## src/rtl/bus_pkg.sv

```systemverilog
// ============================================================================
// bus_pkg : shared bus arbitration types and default watchdog limits
// Rev 1.0 : initial release
// ============================================================================
`default_nettype none

package bus_pkg;

  typedef enum logic [1:0] {
    IDLE    = 2'd0,
    GRANTED = 2'd1,
    ACTIVE  = 2'd2,
    ABORT   = 2'd3
  } arb_state_t;

  // Defaults shared with DmaCTLCI and the bus model
  localparam int BUS_GRANT_WAIT_DEF = 8;
  localparam int BUS_TX_TIMEOUT_DEF = 256;

  function automatic int bus_max(input int a, input int b);
    return (a > b) ? a : b;
  endfunction

endpackage

`default_nettype wire

```

## src/rtl/bus_arbiter_rr_picker.sv

```systemverilog
// ============================================================================
// rr_picker : combinational round-robin winner selection, scanning upward
//             from the master after the last owner
// Rev 1.0 : initial release
// ============================================================================
`default_nettype none

module rr_picker #(
  parameter int NUM_MASTERS = 4
) (
  input  logic [NUM_MASTERS-1:0]         i_req,
  input  logic [$clog2(NUM_MASTERS)-1:0] i_last_owner,
  output logic [NUM_MASTERS-1:0]         o_winner,
  output logic                           o_valid
);

  localparam int c_iw = $clog2(NUM_MASTERS);

  logic [c_iw:0]            w_shamt;
  logic [NUM_MASTERS-1:0]   w_rot;
  logic [NUM_MASTERS-1:0]   w_oh_rot;

  // Rotate so that bit 0 is the master right after the last owner
  assign w_shamt = {1'b0, i_last_owner} + (c_iw+1)'(1);
  assign w_rot   = NUM_MASTERS'({i_req, i_req} >> w_shamt);

  always_comb begin
    w_oh_rot = '0;
    o_valid  = 1'b0;
    for (int k = 0; k < NUM_MASTERS; k++) begin
      if (!o_valid && w_rot[k]) begin
        w_oh_rot[k] = 1'b1;
        o_valid     = 1'b1;
      end
    end
  end

  assign o_winner = NUM_MASTERS'(({w_oh_rot, w_oh_rot} << w_shamt) >> NUM_MASTERS);

endmodule

`default_nettype wire

```

## src/rtl/bus_arbiter.sv

```systemverilog
// ============================================================================
// bus_arbiter : round-robin system bus arbiter with grant-wait and
//               transaction watchdogs
// Rev 1.0 : initial release
// ============================================================================
`default_nettype none

module bus_arbiter
  import bus_pkg::*;
#(
  parameter int NUM_MASTERS = 4,
  parameter int GRANT_WAIT  = BUS_GRANT_WAIT_DEF,
  parameter int TX_TIMEOUT  = BUS_TX_TIMEOUT_DEF
) (
  input  logic                           clock,
  input  logic                           reset,
  input  logic [NUM_MASTERS-1:0]         bus_request,
  input  logic                           begin_transaction,
  input  logic                           end_transaction_in,
  input  logic                           bus_error_in,
  output logic [NUM_MASTERS-1:0]         bus_grant,
  output logic [$clog2(NUM_MASTERS)-1:0] grant_index,
  output logic                           bus_busy,
  output logic                           end_transaction_out,
  output logic                           bus_error_out
);

  localparam int c_iw = $clog2(NUM_MASTERS);
  localparam int c_cw = $clog2(bus_max(GRANT_WAIT, TX_TIMEOUT) + 1);
  localparam logic [c_cw-1:0] c_grant_wait = c_cw'(GRANT_WAIT);
  localparam logic [c_cw-1:0] c_tx_timeout = c_cw'(TX_TIMEOUT);

  arb_state_t             r_state, w_state_nx;
  logic [NUM_MASTERS-1:0] r_grant, w_grant_nx;
  logic [c_iw-1:0]        r_idx, w_idx_nx;
  logic [c_iw-1:0]        r_last, w_last_nx;
  logic [c_cw-1:0]        r_wait, w_wait_nx, w_wait_dec;
  logic [c_cw-1:0]        r_tx, w_tx_nx, w_tx_dec;

  logic [NUM_MASTERS-1:0] w_pick_oh;
  logic                   w_pick_valid;
  logic [c_iw-1:0]        w_pick_idx;
  logic                   w_owner_req;
  logic                   w_release;

  rr_picker #(
    .NUM_MASTERS (NUM_MASTERS)
  ) u_picker (
    .i_req        (bus_request),
    .i_last_owner (r_last),
    .o_winner     (w_pick_oh),
    .o_valid      (w_pick_valid)
  );

  always_comb begin
    w_pick_idx = '0;
    for (int i = 0; i < NUM_MASTERS; i++) begin
      if (w_pick_oh[i]) w_pick_idx = c_iw'(i);
    end
  end

  assign w_owner_req = |(bus_request & r_grant);
  assign w_wait_dec  = (r_wait == '0) ? '0 : r_wait - c_cw'(1);
  assign w_tx_dec    = (r_tx == '0) ? '0 : r_tx - c_cw'(1);

  // A watchdog fires on the edge where its counter reaches zero, so the
  // grant lives exactly GRANT_WAIT cycles and the abort lands TX_TIMEOUT+1
  // cycles after begin.
  always_comb begin
    w_state_nx = r_state;
    w_grant_nx = r_grant;
    w_idx_nx   = r_idx;
    w_last_nx  = r_last;
    w_wait_nx  = r_wait;
    w_tx_nx    = r_tx;
    w_release  = 1'b0;
    case (r_state)
      IDLE: begin
        if (w_pick_valid) begin
          w_state_nx = GRANTED;
          w_grant_nx = w_pick_oh;
          w_idx_nx   = w_pick_idx;
          w_wait_nx  = c_grant_wait;
        end
      end
      GRANTED: begin
        if (begin_transaction) begin
          w_state_nx = ACTIVE;
          w_tx_nx    = c_tx_timeout;
        end else if (!w_owner_req || (w_wait_dec == '0)) begin
          w_release  = 1'b1;
        end else begin
          w_wait_nx  = w_wait_dec;
        end
      end
      ACTIVE: begin
        w_tx_nx = w_tx_dec;
        if (end_transaction_in || bus_error_in) begin
          w_release  = 1'b1;
        end else if (w_tx_dec == '0) begin
          w_state_nx = ABORT;
        end
      end
      ABORT: begin
        w_release = 1'b1;
      end
      default: begin
        w_state_nx = IDLE;
        w_grant_nx = '0;
      end
    endcase
    if (w_release) begin
      w_state_nx = IDLE;
      w_grant_nx = '0;
      w_last_nx  = r_idx;
    end
  end

  always_ff @(posedge clock or negedge reset) begin
    if (!reset) begin
      r_state <= IDLE;
      r_grant <= '0;
      r_idx   <= '0;
      r_last  <= c_iw'(NUM_MASTERS - 1);
      r_wait  <= '0;
      r_tx    <= '0;
    end else begin
      r_state <= w_state_nx;
      r_grant <= w_grant_nx;
      r_idx   <= w_idx_nx;
      r_last  <= w_last_nx;
      r_wait  <= w_wait_nx;
      r_tx    <= w_tx_nx;
    end
  end

  assign bus_grant           = r_grant;
  assign grant_index         = r_idx;
  assign bus_busy            = (r_state != IDLE);
  assign end_transaction_out = (r_state == ABORT);
  assign bus_error_out       = (r_state == ABORT);

endmodule

`default_nettype wire

```

## config.mk

```make
export PLATFORM = sky130hd
export DESIGN_NAME = bus_arbiter
export DESIGN_NICKNAME = d
export VERILOG_FILES = /design/src/rtl/bus_pkg.sv /design/src/rtl/bus_arbiter_rr_picker.sv /design/src/rtl/bus_arbiter.sv
export SDC_FILE = /design/constraint.sdc
export NUM_CORES = 1
export LEC_CHECK = 0
export ABC_AREA = 0
export CAP_MARGIN = 10
export CORE_ASPECT_RATIO = 0.9
export CORE_MARGIN = 2
export CORE_UTILIZATION = 52
export CTS_BUF_LIST = sky130_fd_sc_hd__clkbuf_16
export DETAILED_ROUTE_END_ITERATION = 10
export MAX_ROUTING_LAYER = met4
export PLACE_DENSITY = 0.84
export SYNTH_ARGS = -nofsm -noshare
export SYNTH_HDL_FRONTEND = slang
export SYNTH_SLANG_ARGS = --single-unit
```

## constraint.sdc

```tcl
create_clock -name clock -period 2.65 [get_ports clock]
set_input_delay 0.3975 -clock clock [delete_from_list [all_inputs] [get_ports clock]]
set_output_delay 0.3975 -clock clock [all_outputs]
set_load 0.05 [all_outputs]
```

# Word-level counts from Yosys, hierarchy flattened
# Cells that the tools add are included.
# W data, S select, Z words.
[totals]
output_inout_bits = 9
elab_cells = 80
register_bits = 28
[classes]
eq_ne = 11
n_shift = 2
add_sub_neg = 3
reduce_logical = 26
mux = 31
bitwise_logic = 1
[op_table]
columns = ["op", "count"]
rows = [
  ["$mux W9", 6],
  ["$logic_not A9 Y1", 4],
  ["$pmux W9 S2", 2],
  ["$sub A9 B1 Y9 const B", 2],
  ["$mux W2", 7],
  ["$mux W4", 3],
  ["$mux W1", 11],
  ["$reduce_bool A2 Y1", 5],
  ["$ne A3 B3 Y1 const B", 3],
  ["$shl A8 B3 Y8", 1],
  ["$shr A8 B3 Y4", 1],
  ["$ne A2 B2 Y1 const B", 3],
  ["$pmux W2 S3", 1],
  ["$reduce_and A2 Y1", 3],
  ["$reduce_and A5 Y1", 1],
  ["$and A4 B4 Y4", 1],
  ["$eq A2 B2 Y1 const B", 2],
  ["$logic_not A1 Y1", 4],
  ["$reduce_and A4 Y1", 1],
  ["$reduce_bool A4 Y1", 1],
  ["$reduce_or A4 Y1", 1],
  ["$add A2 B1 Y3 const B", 1],
  ["$logic_and A1 B1 Y1", 3],
  ["$ne A3 B2 Y1 const B", 1],
  ["5 further kinds", 6],
]

# Depth between registers and ports, before layout
# Gate-level depths: netlist of the first run.
[logic_depth]
word_depth = 16
ltp_mapped = 9
mapped_depth_nobuf = 8

# Hierarchy
# Synthesis of the first run repeated with hierarchy kept, for this count alone.
[hier_totals]
hier_cells = 254
area_unflattened_um2 = 2148.3
[by_module_without_submodules]
columns = ["mod", "area_per_inst_um2", "cells_per_inst", "seq_area_each_um2", "n_inst"]
rows = [
  ["bus_arbiter", 1858.0, 212, 703.2, 1],
  ["rr_picker", 290.3, 42, 0.0, 1],
]

# Worst setup path after synthesis of the first run
# Ideal clock, no wire load.
[synth_timing]
kind = "reg-to-reg"
startpoint = "register r_wait[5]"
endpoint = "register r_last[0]"
t_arrival_ns = 2.105
stages_incl_launch_ff = 7
synth_period_minus_slack_ns = 2.190
setup_ns = 0.085
required_time_ns = 2.565
slack_ns = 0.460
path_cell_list = "dfrtp_1 or4_4 or3_1 a21oi_2 o211ai_2 a21oi_2 mux2_1"
[synth_between]
elab_chain_cells = 7
elab_cells_between_ends = 8
cone_classes = "add/sub: 1; mux: 4; reduce/logical: 3"
[synth_rtl]
columns = ["element", "line_no", "rtl"]
rows = [
  ["start, declared", "bus_arbiter.sv:37", "logic [c_cw-1:0] r_wait, w_wait_nx, w_wait_dec;"],
  ["start signal, assigned", "bus_arbiter.sv:132", "r_wait <= w_wait_nx;"],
  ["$sub A9 B1 Y9 / $logic_not A9 Y1 (equally long branches)", "bus_arbiter.sv:63", "assign w_wait_dec = (r_wait == '0) ? '0 : r_wait - c_cw'(1);"],
  ["$mux W9 (*)", "bus_arbiter.sv:63", ""],
  ["$logic_not A9 Y1 (*)", "bus_arbiter.sv:90", "end else if (!w_owner_req || (w_wait_dec == '0)) begin"],
  ["$logic_or A1 B1 Y1 (*)", "bus_arbiter.sv:90", ""],
  ["$mux W1 (*)", "bus_arbiter.sv:90", ""],
  ["$mux W1 (*)", "bus_arbiter.sv:87", "if (begin_transaction) begin"],
  ["$pmux W1 S3 (*)", "bus_arbiter.sv:77", "case (r_state)"],
  ["end signal, assigned", "bus_arbiter.sv:124", "r_last <= c_iw'(NUM_MASTERS - 1);"],
  ["end signal, assigned", "bus_arbiter.sv:131", "r_last <= w_last_nx;"],
  ["end, declared", "bus_arbiter.sv:36", "logic [c_iw-1:0] r_last, w_last_nx;"],
]
# Every way passes the cells marked *; elsewhere a longest branch is shown, timed or not.
# A chain may end at the register's enable or synchronous reset.

# Worst setup path after layout of the first run
[layout_timing]
startpoint = "register r_wait[0]"
endpoint = "register r_last[1]"
# Same word-level chain as after synthesis.

==> results.ini, run 1 <==
[pwr]
swShare = 0.498
leakage_nw = 1.02
clkPwrFrac = 0.105
power.internal_mw = 1.63
p_seq_frac = 0.259
p_sw_mw = 1.62
power_per_cell_area_mw_per_mm2 = 1320
total_power_mw = 3.26
comb_power_share = 0.636
ir_worst_vdd_v = 0.000758

[global_routing]
gr-usage-all-layers = 0.246
gr-total-overflow = 0
grt_max_degree = 29
grt_pass1_wl_um = 8960
grt_pass1_vias = 1939
antenna_found_initial = 0

[timing]
fin_setup_tns_ps = 0
finalCritPeriodShare = 0.932
slew_headroom = 0.589
hold_violations = 0
worst_pin_slew_ps = 610
timing.fmax_ghz = 0.405
min_period_ps = 2470
drv_slew = 0
fin_skew_ps = 2.80
grt_setup_unrepaired = false
setup_viol = 0

[synth]
ys_seq_area_frac = 0.330
synth_nets = 276
async_reset_ff_frac = 1.00
synth_top_family_by_area = simple AND/OR/NAND/NOR gates
synth_compound_gate_area_share = 0.242
ys_ff_latch = 28
postSynthAreaPerCell_um2 = 8.24
yosys.area_share.simple = 0.274
ys_warn_count = 0
synth-adder-area-share = 0.0469
synth_xor_area_frac = 0.0123
synth_edf_count = 0
synthMuxAreaShare = 0.0440
syn_area_mm2 = 0.00213
yosys.cell_types.count = 60
netlist_instances = 259
ys.flop_type = dfrtp_1

[floorplan]
fp.dieW_um = 71.5
num_rows = 22
core_area_mm2 = 0.00402
start_util = 0.531
top_level_ports = 18
fp.dieH_um = 64.8
dieArea_mm2 = 0.00463

[job]
max_cap_viol_count = 0

[worst_setup_path]
r2r_end = r_last[1]
cpMaxStageDelayCell = or4_1
path_class = reg -> reg
critPathBufInv = 1
cp.required_ps = 2840
critPathLaunchType = flop
r2r_cells = 8
crit_fanout = 5
max_stage_delay_ps = 420
crit_path_start = r_wait[0]
worstSetupEndpointType = flop
critPathArrivalTime_ps = 2660
path_cells = inv_1 > ha_1 > xor2_1 > or4_1 > a21oi_2 > o211ai_2 > a21oi_2 > mux2_1
worstSetupPathDepth = 8
path_delay_family = compound AO/OA/AOI/OAI gates
cp-endpoint = r_last[1]
crit_top_cell = a21oi_2
r2r_setup_slack_ps = 180
r2r-start = r_wait[0]

[min_path]
hp-class = reg -> reg
holdPathStages = 2

[clocking]
cts_inserted_buffers = 3
clock_sinks = 28
cts_tree = done
cts_max_level = 1
post-cts-setup-buffers = 0
clk-insertion-delay-late_ps = 260
cts_buffer_depth = 2
clkTransAtPathRegs_ps = 70
root_buffer = clkbuf_16

[finish]
most-common-layout-cells = nand2_1, dfrtp_1, nor2_1
area_delta_synth_final_pct = 16.0
fillerInstances = 353
layout_commonest_cell = nand2_1
nets = 295
diodes = 0
drive_above_1_share = 0.101

[placement]
port_buffers = 17
gp_congestion = 0.897
dp_hpwl_um = 3750

[route]
wl_per_cell_um = 16.3
route.detailed.drc = 0
dr.pass1.iters = 4
via_count = 2074
drtIter0Drc = 132
drt-vias-per-instance = 6.38
drt-total-wl_um = 5290
ant_nets = 0

[run_status]
status = finished, final reports clean

==> logic make-up (layout without fill, tap and decap cells) <==
logic type,after synthesis,count (layout)
xor+xnor,3,3
flops,28,28
fa+ha+maj,8,8
compound gates,72,72
simple gates,111,111
mux,9,9
buf+inv,28,46
==> flip-flops by register name, indices dropped and copies added, names as in the netlist <==
register and flops:
grant_index 2, r_last 2, bus_grant 4, r_wait 9, r_state 2, r_tx 9
==> metal layers <==
metal,routed length [um],track usage
met2,2480,0.387
met5,0,-
met3,229,0.0451
met1,2520,0.334
met4,55,0.0566
==> worst min path at each step <==
stage          startpoint      endpoint
2_1_floorplan       reset  bus_grant[0]
3_3_place_gp      r_tx[5]       r_tx[5]
3_5_place_dp      r_tx[5]       r_tx[5]
4_1_cts           r_tx[5]       r_tx[5]
5_1_grt           r_tx[5]       r_tx[5]
6_report          r_tx[5]       r_tx[5]
==> tightest hold or removal path, cell delays in order (launching register included) <==
cell     delay [ps]
dfrtp_1         370
nand2_1          50
o31ai_1          50
==> repair_timing <==
action                     in CTS  in global routing
setup endpoints to repair       0                  2
hold buffers                    0                  0
gates resized for setup         0                  1
==> area by class of cell <==
type / count / area, um^2 / share of cell area
Clock inverter: 1 / 3.75 / 0.00152
Multi-Input combinational cell: 203 / 1320 / 0.535
Inverter: 13 / 48.8 / 0.0197
Tap cell: 48 / 60.1 / 0.0243
Sequential cell: 28 / 703 / 0.284
Timing Repair Buffer: 29 / 260 / 0.105
Clock buffer: 3 / 75.1 / 0.0303
==> per-stage QoR <==
step           setup slack [ps]  utilization  cells  area [um^2]  hold slack, ps
2_1_floorplan               460            -    259         2130             102
3_3_place_gp                277        0.595    321         2390             491
3_5_place_dp                192        0.595    321         2390             497
4_1_cts                     150        0.615    325         2470             513
5_1_grt                    4.95        0.616    325         2470             542
6_report                    180        0.616    325         2470             510
==> power groups by stage <==
stage               logic [mW]  registers (mW)  clock network, mW
global placement          1.96           0.837                  0
CTS                       2.03           0.836              0.350
global route              2.26           0.873              0.371
detailed placement        2.00           0.843                  0
finish                    2.07           0.842              0.343
floorplan                 1.46           0.865                  0
==> cells in the mapped netlist, types with 8 or more instances <==
cell type | number | area (um^2)
nand2_1 | 29 | 109
clkbuf_1 | 13 | 48.8
dfrtp_1 | 26 | 651
o21ai_1 | 8 | 40.0
inv_1 | 13 | 48.8
nor3_1 | 10 | 50.1
ha_1 | 8 | 100
nor2_1 | 24 | 90.1
a21oi_1 | 12 | 60.1
No activity file was read; power rests on OpenSTA's default activity.
==> inputs of run 2 (changes only) <==
- CORE_UTILIZATION: 52 -> 58
- PLACE_DENSITY: 0.84 -> 0.81
==> run 2 against run 1 <==
Effect of this change: fmax down 3.5%; non-clock buffer count is 1 lower; via count fell by 0.58%; clock-buffer cell count unchanged; total power decreased by 0.53%; first-iteration DRC count up 39%; cell area decreased by 0.66%; utilization increased by 9.6 points; wire length decreased by 1.6%; register-to-register slack gained 30 ps; largest cell class unchanged; largest power group unchanged.
==> results.ini, run 2 (synthesized netlist as in run 1, its figures left out) <==
[min_path]
hp-class = in -> async

[floorplan]
dieArea_mm2 = 0.00418  ; -9.8%
num_rows = 20  ; -9.1%
fp.dieH_um = 61.5  ; -5.0%
top_level_ports = 18  ; unchanged
core_area_mm2 = 0.00345  ; -14%
fp.dieW_um = 67.9  ; -5.0%
start_util = 0.618  ; +0.0869

[worst_setup_path]
worstSetupEndpointType = output port
cp.required_ps = 2250  ; -590 ps
critPathArrivalTime_ps = 2160  ; -500 ps
crit_fanout = 8  ; +3
crit_path_start = r_state[1]
r2r_end = r_last[0]
cp-endpoint = bus_busy
critPathLaunchType = flop
r2r_cells = 8  ; unchanged
path_class = reg -> out
r2r-start = r_wait[0]
r2r_setup_slack_ps = 210  ; +30 ps

[global_routing]
grt_max_degree = 29  ; unchanged
gr-usage-all-layers = 0.279  ; +0.0330
grt_pass1_vias = 1816  ; -6.3%
grt_pass1_wl_um = 8580  ; -4.3%
gr-total-overflow = 0  ; unchanged
antenna_found_initial = 0  ; unchanged

[clocking]
cts_resized = 0  ; unchanged
cts_buffer_depth = 2  ; unchanged
clock_sinks = 28  ; unchanged
root_buffer = clkbuf_16
cts_hold_buf = 0  ; unchanged
clkTransAtPathRegs_ps = 70  ; about the same
cts_inserted_buffers = 3  ; unchanged
clk-insertion-delay-late_ps = 270  ; about the same
post-cts-setup-buffers = 0  ; unchanged
cts_tree = done
cts_max_level = 1  ; unchanged

[route]
via_count = 2062  ; -0.58%
dr.pass1.iters = 4  ; unchanged
wl_per_cell_um = 16.3  ; -0.11%
drt-total-wl_um = 5200  ; -1.6%
drtIter0Drc = 184  ; +39%
drt-vias-per-instance = 6.44  ; +0.97%
route.detailed.drc = 0  ; unchanged
ant_nets = 0  ; unchanged

[timing]
slew_headroom = 0.632  ; +0.0427
drv_slew = 0  ; unchanged
whs_ps = 509  ; -1.07 ps
fin_setup_tns_ps = 0  ; unchanged
setup_ws_ps = 90.6  ; -89.8 ps
hold_violations = 0  ; unchanged
worst_pin_slew_ps = 546  ; -63.4 ps
grt_setup_unrepaired = false
finalCritPeriodShare = 0.966  ; +0.0339
setup_viol = 0  ; unchanged
min_period_ps = 2560  ; +89.8 ps
timing.fmax_ghz = 0.391  ; -3.5%
fin_skew_ps = 3.60  ; +0.809 ps

[placement]
placed_cells = 316  ; -1.6%
dp_hpwl_um = 3760  ; +0.31%
placed_area_mm2 = 0.00238  ; -0.52%
post-place-ws_ps = 247  ; +55.7 ps
gp_congestion = 0.863  ; -3.8%
port_buffers = 17  ; unchanged

[finish]
drive_above_1_share = 0.0942  ; -0.00688
final_util = 0.712  ; +0.0961
layout_commonest_cell = nand2_1
area_delta_synth_final_pct = 15.2
diodes = 0  ; unchanged
nets = 294  ; -0.34%
stdcell_area_mm2 = 0.00246  ; -0.66%
fillerInstances = 280  ; -21%
most-common-layout-cells = nand2_1, dfrtp_1, nor2_1
fin_cells = 320  ; -1.5%

[job]
max_cap_viol_count = 0  ; unchanged

[pwr]
total_power_mw = 3.24  ; -0.53%
ir_worst_vdd_v = 0.000955  ; +26%
power_per_cell_area_mw_per_mm2 = 1320  ; +0.13%
leakage_nw = 1.01  ; -0.51%

[run_status]
status = finished, final reports clean

==> run 2: changes by cell type in the layout (fill, tap and decap cells not counted) <==
cell / before / now
o21ai_2: 1 / 0
o21ai_1: 7 / 8
buf_4: 12 / 11
==> run 2: layout make-up <==
| type | instances | area [um^2] | share of cell area |
|---|---|---|---|
| clock inverter | 1 | 3.75 | 0.00153 |
| multi-input combinational | 203 | 1320 | 0.537 |
| timing repair buffer | 28 | 253 | 0.103 |
| sequential | 28 | 703 | 0.286 |
| tap | 44 | 55.1 | 0.0224 |
| clock buffer | 3 | 75.1 | 0.0305 |
| inverter | 13 | 48.8 | 0.0198 |
==> run 2: routing by layer <==
layer | track usage | up-vias | wire length, um
met2 | 0.409 | 63 | 2320
met5 | - | - | 0
met3 | 0.0494 | 4 | 284
met4 | 0.0543 | 0 | 32
li1 | - | 1002 | -
met1 | 0.407 | 993 | 2570
==> run 2: worst max-delay path: stages (launching register included) <==
cell,delay (ps)
dfrtp_1,420
inv_1,120
ha_1,310
inv_1,200
clkdlybuf4s50_1,840
==> run 2: how the worst min path moves through the flow <==
stage | endpoint | slack [ps] | cells past startpoint
after floorplan | bus_grant[0] | 100 | 0
after global placement | r_tx[5] | 490 | 2
after detailed placement | r_tx[5] | 500 | 2
after CTS | r_wait[4] | 520 | 2
after global routing | r_tx[6] | 550 | 2
final | grant_index[0] | 510 | 2
==> run 2: report_power, final <==
| group | switching [mW] | internal [mW] | total (mW) |
|---|---|---|---|
| sequential | 0.235 | 0.608 | 0.843 |
| clock | 0.152 | 0.203 | 0.355 |
| combinational | 1.23 | 0.815 | 2.04 |
| total | 1.61 | 1.63 | 3.24 |
